File: src/rtl/msg_scroller.sv
// Scrolling-message sequencer: walks a fixed code stream through a NUM_DIGITS window
// and time-multiplexes the visible codes onto the digit enables of a 7-segment decoder.
module msg_scroller #(
  parameter int unsigned MSG_LEN    = 15,
  parameter int unsigned BLANK_GAP  = 2,
  parameter int unsigned NUM_DIGITS = 4,
  parameter int unsigned STEP_DIV   = 10000000,
  parameter int unsigned MUX_DIV    = 1000
) (
  input  logic                  clk,
  input  logic                  rst_n,
  input  logic                  ena,
  input  logic                  run,
  input  logic                  dir,
  input  logic                  restart,
  output logic [3:0]            char_code,
  output logic [NUM_DIGITS-1:0] digit_sel,
  output logic                  wrap_pulse
);

  localparam int unsigned L  = MSG_LEN + BLANK_GAP;
  localparam int unsigned HW = 5;
  localparam int unsigned PW = 6;
  localparam int unsigned DW = (NUM_DIGITS > 1) ? $clog2(NUM_DIGITS) : 1;
  localparam int unsigned SW = (STEP_DIV > 1) ? $clog2(STEP_DIV) : 1;
  localparam int unsigned MW = (MUX_DIV > 1) ? $clog2(MUX_DIV) : 1;

  logic [HW-1:0]         head, head_nxt;
  logic [DW-1:0]         dig, dig_nxt;
  logic [SW-1:0]         step_cnt, step_nxt;
  logic [MW-1:0]         mux_cnt, mux_nxt;
  logic                  tick;
  logic                  wrap_nxt;
  logic [PW-1:0]         pos_sum, pos;
  logic [3:0]            code_nxt;
  logic [NUM_DIGITS-1:0] sel_nxt;

  // Next-state and next-output computation; outputs use post-edge values so they never lag
  always_comb begin
    mux_nxt  = mux_cnt + MW'(1);
    dig_nxt  = dig;
    step_nxt = step_cnt;
    head_nxt = head;
    wrap_nxt = 1'b0;
    tick     = run && (step_cnt == SW'(STEP_DIV - 1));

    if (mux_cnt == MW'(MUX_DIV - 1)) begin
      mux_nxt = '0;
      dig_nxt = (dig == DW'(NUM_DIGITS - 1)) ? '0 : dig + DW'(1);
    end

    // restart wins over a coincident tick, which is then dropped without a wrap
    if (restart) begin
      step_nxt = '0;
      head_nxt = '0;
    end else if (run) begin
      step_nxt = tick ? '0 : step_cnt + SW'(1);
      if (tick) begin
        if (!dir) head_nxt = (head == HW'(L - 1)) ? '0 : head + HW'(1);
        else      head_nxt = (head == '0) ? HW'(L - 1) : head - HW'(1);
        wrap_nxt = (head_nxt == '0);
      end
    end

    pos_sum  = PW'(head_nxt) + PW'(dig_nxt);
    pos      = (pos_sum >= PW'(L)) ? pos_sum - PW'(L) : pos_sum;
    code_nxt = (pos < PW'(MSG_LEN)) ? 4'(pos + PW'(1)) : 4'd0;
    sel_nxt  = NUM_DIGITS'(1) << dig_nxt;
  end

  // State and registered outputs; ena=0 freezes state and blanks the display
  always_ff @(posedge clk or negedge rst_n) begin
    if (!rst_n) begin
      head       <= '0;
      dig        <= '0;
      step_cnt   <= '0;
      mux_cnt    <= '0;
      char_code  <= '0;
      digit_sel  <= '0;
      wrap_pulse <= 1'b0;
    end else if (ena) begin
      head       <= head_nxt;
      dig        <= dig_nxt;
      step_cnt   <= step_nxt;
      mux_cnt    <= mux_nxt;
      char_code  <= code_nxt;
      digit_sel  <= sel_nxt;
      wrap_pulse <= wrap_nxt;
    end else begin
      char_code  <= '0;
      digit_sel  <= '0;
      wrap_pulse <= 1'b0;
    end
  end

endmodule

File: config.mk
export PLATFORM = sky130hd
export DESIGN_NAME = msg_scroller
export DESIGN_NICKNAME = d
export VERILOG_FILES = /design/src/rtl/msg_scroller.sv
export SDC_FILE = /design/constraint.sdc
export NUM_CORES = 1
export LEC_CHECK = 0
export ABC_CLOCK_PERIOD_IN_PS = 5000
export CAP_MARGIN = 30
export CORE_ASPECT_RATIO = 1.5
export CORE_MARGIN = 10
export CORE_UTILIZATION = 30
export DETAILED_ROUTE_END_ITERATION = 10
export MAX_ROUTING_LAYER = met4
export SLEW_MARGIN = 20
export SYNTH_ARGS = -nofsm -noshare
export SYNTH_HDL_FRONTEND = slang
export SYNTH_SLANG_ARGS = --single-unit
File: constraint.sdc
create_clock -name clk -period 5 [get_ports clk]
set_input_delay 1.5 -clock clk [delete_from_list [all_inputs] [get_ports clk]]
set_output_delay 1.5 -clock clk [all_outputs]
set_load 0.02 [all_outputs]
==> results.json <==
{
  "vias_per_cell": 5.071,
  "timing_max_transition_violations_final": 0,
  "final_nets": 436,
  "final_min_period_over_clock_period": 0.9333,
  "grt_max_degree": 51,
  "critPathMaxFanout": 5,
  "synth_top_area_cell": "dfrtp_1",
  "dpl.hpwl_microns": 5878,
  "min_path_type": "reg2reg",
  "startpoint_of_the_most_critical_register_to_register_path": "step_cnt[11]$_DFFE_PN0P_",
  "mappedNetlistArea_sq_um": 3214,
  "htree_levels": 2,
  "worst_path_dominant_cell_family": "simple AND/OR/NAND/NOR gates",
  "timing.critical_path.arrival_ps": 4850,
  "synth-warning-count": 0,
  "syn-instance-count": 360,
  "grtUsageTotal": 0.1073,
  "drc_errors": 0,
  "gp_congestion": 0.8532,
  "synthSimpleGateAreaFrac": 0.2791,
  "drt_pass1_iterations": 5,
  "num-fill-cells": 1063,
  "hp-start": "mux_cnt[4]$_DFFE_PN0P_",
  "die_width_microns": 104.5,
  "sequential_to_total_area_share_from_yosys_stat": 0.3893,
  "slew_headroom": 0.5639,
  "startpoint_type": "primary input",
  "synth.most_common_cell": "dfrtp_1",
  "post_route_hold_slack_ps": 502.0,
  "max_freq_ghz": 0.2143,
  "clk-insertion-delay-late_ps": 300,
  "status": "finished, final reports clean",
  "grt_pass1_wl_microns": 13540,
  "drv_cap": 0,
  "synth_top_family_by_area": "simple AND/OR/NAND/NOR gates",
  "required_ps": 5180,
  "synth.ff_latch_count": 50,
  "synthXorXnorAreaFrac": 0.07279,
  "ctsRootBufferMaster": "clkbuf_16",
  "die-area_sq_um": 15340,
  "worstReg2RegEnd": "char_code[1]$_DFF_PN0_",
  "timing_hold_violations_final": 0,
  "layout-drive-gt1-share": 0.2095,
  "cts.sink_count": 50,
  "antenna_cells_inserted": 0,
  "num_vias": 2860,
  "i_o_pin_count": 15,
  "placement.io_buffers": 14,
  "area_inside_the_core_boundary_sq_um": 10530,
  "grt_antenna_before_repair": 0,
  "syn2layout_area_growth_pct": 27.68,
  "min_delay_path_depth": 1,
  "clk_pin_slew_ps": 70,
  "maximum_single_stage_delay_on_the_critical_path_ps": 340,
  "detailed_place.area_sq_um": 3817,
  "critical_path.n_buffers_inverters": 2,
  "number_of_synthesized_flops_with_an_enable_pin": 0,
  "vdd.ir_drop.worst_mv": 0.1762,
  "crit_chain": "clkbuf_2, and4b_1, nand4_1, nor2_4, nor2_1, a21oi_1, nor2_1, ha_2, fa_2, or2_2, a2111oi_4, a31oi_2, nand2_1, o311a_4, nand2_1, o21ai_1, ha_2, o2111ai_2, mux2i_1, buf_4, nor3b_1",
  "ant_nets": 0,
  "cts-buffers-inserted": 5,
  "final_design_area_no_fill_sq_um": 4104,
  "layout.core_utilization": 0.3896,
  "worstRegToRegCells": 20,
  "final-setup-viol-count": 0,
  "mappedNetlistNets": 377,
  "total_leakage_power_nw": 1.779,
  "clock_path_buffers": 2,
  "post_synth_main_area_contributors": "dfrtp_1, nor2_1, ha_1",
  "fp-row-count": 46,
  "wirelength_microns": 7999,
  "worst_setup_path_end_kind": "register",
  "syn-mean-instance-area_sq_um": 8.929,
  "tns_ps": 0,
  "ctsHoldBuffers": 0,
  "initial_utilization": 0.3052,
  "globalRouteOverflowTotal": 0,
  "synth_mux_area_frac": 0.02958,
  "yosysTopAreaCellShare": 0.3893,
  "detail_route.wl_per_cell_microns": 14.18,
  "min_delay_worst_endpoint": "mux_cnt[4]$_DFFE_PN0P_",
  "cp_slowest_cell": "fa_2",
  "async_flop_share": 1.000,
  "die_h_microns": 146.8,
  "worst_reg_to_reg_setup_slack_ps": 640,
  "cts_tree": "yes",
  "yosys.area_share.adder": 0.04515,
  "ys_dominant_reg_cell": "dfrtp_1",
  "grt_setup_unrepaired": "false",
  "synth_cell_types": 67,
  "worstMarginPinSlew_ps": 654.1,
  "worst_clock_skew_ps": 7.648,
  "post_synthesis_compound_gate_area_fraction": 0.1514,
  "powerDensity_nw_per_um2": 246.6,
  "drtIter0Drc": 126,
  "setup.worst_path.class": "in2reg",
  "min_period_ps": 4667,
  "grt_pass1_vias": 2847,
  "synth_commonest_cells": "dfrtp_1, nor2_1, nand2_1"
}
## worst register-to-register path, cell delays in order, from the launching register on
cell and delay [ps]:
dfrtp_1 470, nor4_1 480, nand3_1 390, nor2_4 240, nor2_1 50, a21oi_1 130, nor2_1 90, ha_2 200
fa_2 340, or2_2 300, a2111oi_4 290, a31oi_2 90, nand2_1 120, o311a_4 230, nand2_1 70, o21ai_1 80
ha_2 230, o2111ai_2 120, mux2i_1 140, buf_4 140, nor3b_1 40
## power breakdown
group | total (mW) | switching [mW] | internal, mW | leakage, nW
combinational | 0.164 | 0.0848 | 0.0796 | 1.03
sequential | 0.485 | 0.0419 | 0.443 | 0.675
clock | 0.363 | 0.162 | 0.201 | 0.0770
## worst max path at each step
stage          start                endpoint  cells after the start
3_5_place_dp     run  char_code[1]$_DFF_PN0_                     20
5_1_grt          run  char_code[3]$_DFF_PN0_                     21
2_1_floorplan    run  char_code[1]$_DFF_PN0_                     20
6_report         run  char_code[1]$_DFF_PN0_                     21
4_1_cts          dir  char_code[1]$_DFF_PN0_                     21
3_3_place_gp     run  char_code[1]$_DFF_PN0_                     18
## placed cells by master (no fill, tap or decap), types with 6 or more instances in the layout
master | synthesis | final
nor4bb_1 | 6 | 6
clkdlybuf4s50_1 | 0 | 11
a21oi_1 | 14 | 12
xor2_1 | 14 | 14
xnor2_1 | 10 | 9
o21ai_0 | 19 | 18
and3_1 | 6 | 6
nor2_1 | 41 | 41
nand4_1 | 9 | 9
nand2_1 | 33 | 33
ha_1 | 10 | 6
dfrtp_1 | 50 | 50
nand3_1 | 22 | 22
inv_1 | 15 | 14
buf_4 | 0 | 48
nor3_1 | 10 | 10
## sequential cells by signal, indices dropped and copies added (netlist names)
register / cells
digit_sel: 4
wrap_pulse: 1
mux_cnt: 10
head: 5
dig: 2
step_cnt: 24
char_code: 4
## kinds of logic (layout without fill, tap and decap cells)
family / count (synthesis) / in the layout
buf+inv: 27 / 87
mux: 9 / 9
simple gates: 167 / 167
fa+ha+maj: 11 / 11
xor+xnor: 25 / 25
compound gates: 71 / 71
flops: 50 / 50
## repair_timing
item | CTS | global route
setup endpoints to repair | 4 | 4
setup buffers | 7 | 3
endpoints found under the hold margin | 0 | 0
pin swaps | 7 | 11
gates resized for setup | 4 | 11
cloned | 0 | 0
## cell type report
type                            count  area, sq um  share of cell area
Clock buffer                        6        138.9             0.03384
Tap cell                          144        180.2             0.04390
Clock inverter                      2        17.52            0.004268
Timing Repair Buffer               64        515.5              0.1256
Multi-Input combinational cell    283         1944              0.4738
Sequential cell                    50         1251              0.3049
Inverter                           15        56.30             0.01372
## metrics by stage
| step | worst slack [ps] | total power, mW | cells |
|---|---|---|---|
| 4_1_cts | 118.7 | 1.020 | 561 |
| 3_3_place_gp | -323.2 | 0.6492 | 546 |
| 6_report | 333.4 | 1.012 | 564 |
| 2_1_floorplan | 8.224 | 0.5909 | 360 |
| 5_1_grt | 67.36 | 1.068 | 564 |
| 3_5_place_dp | -474.2 | 0.6557 | 546 |
## routing by layer
metal  vias up  GRT usage  wire [microns]
met5         -          -               0
met1      1380     0.1195            3513
met4         0    0.03631             180
met2        42     0.1877            4103
met3        15    0.02014             201
li1       1423          -               -
Power figures use the tool's default switching activity.
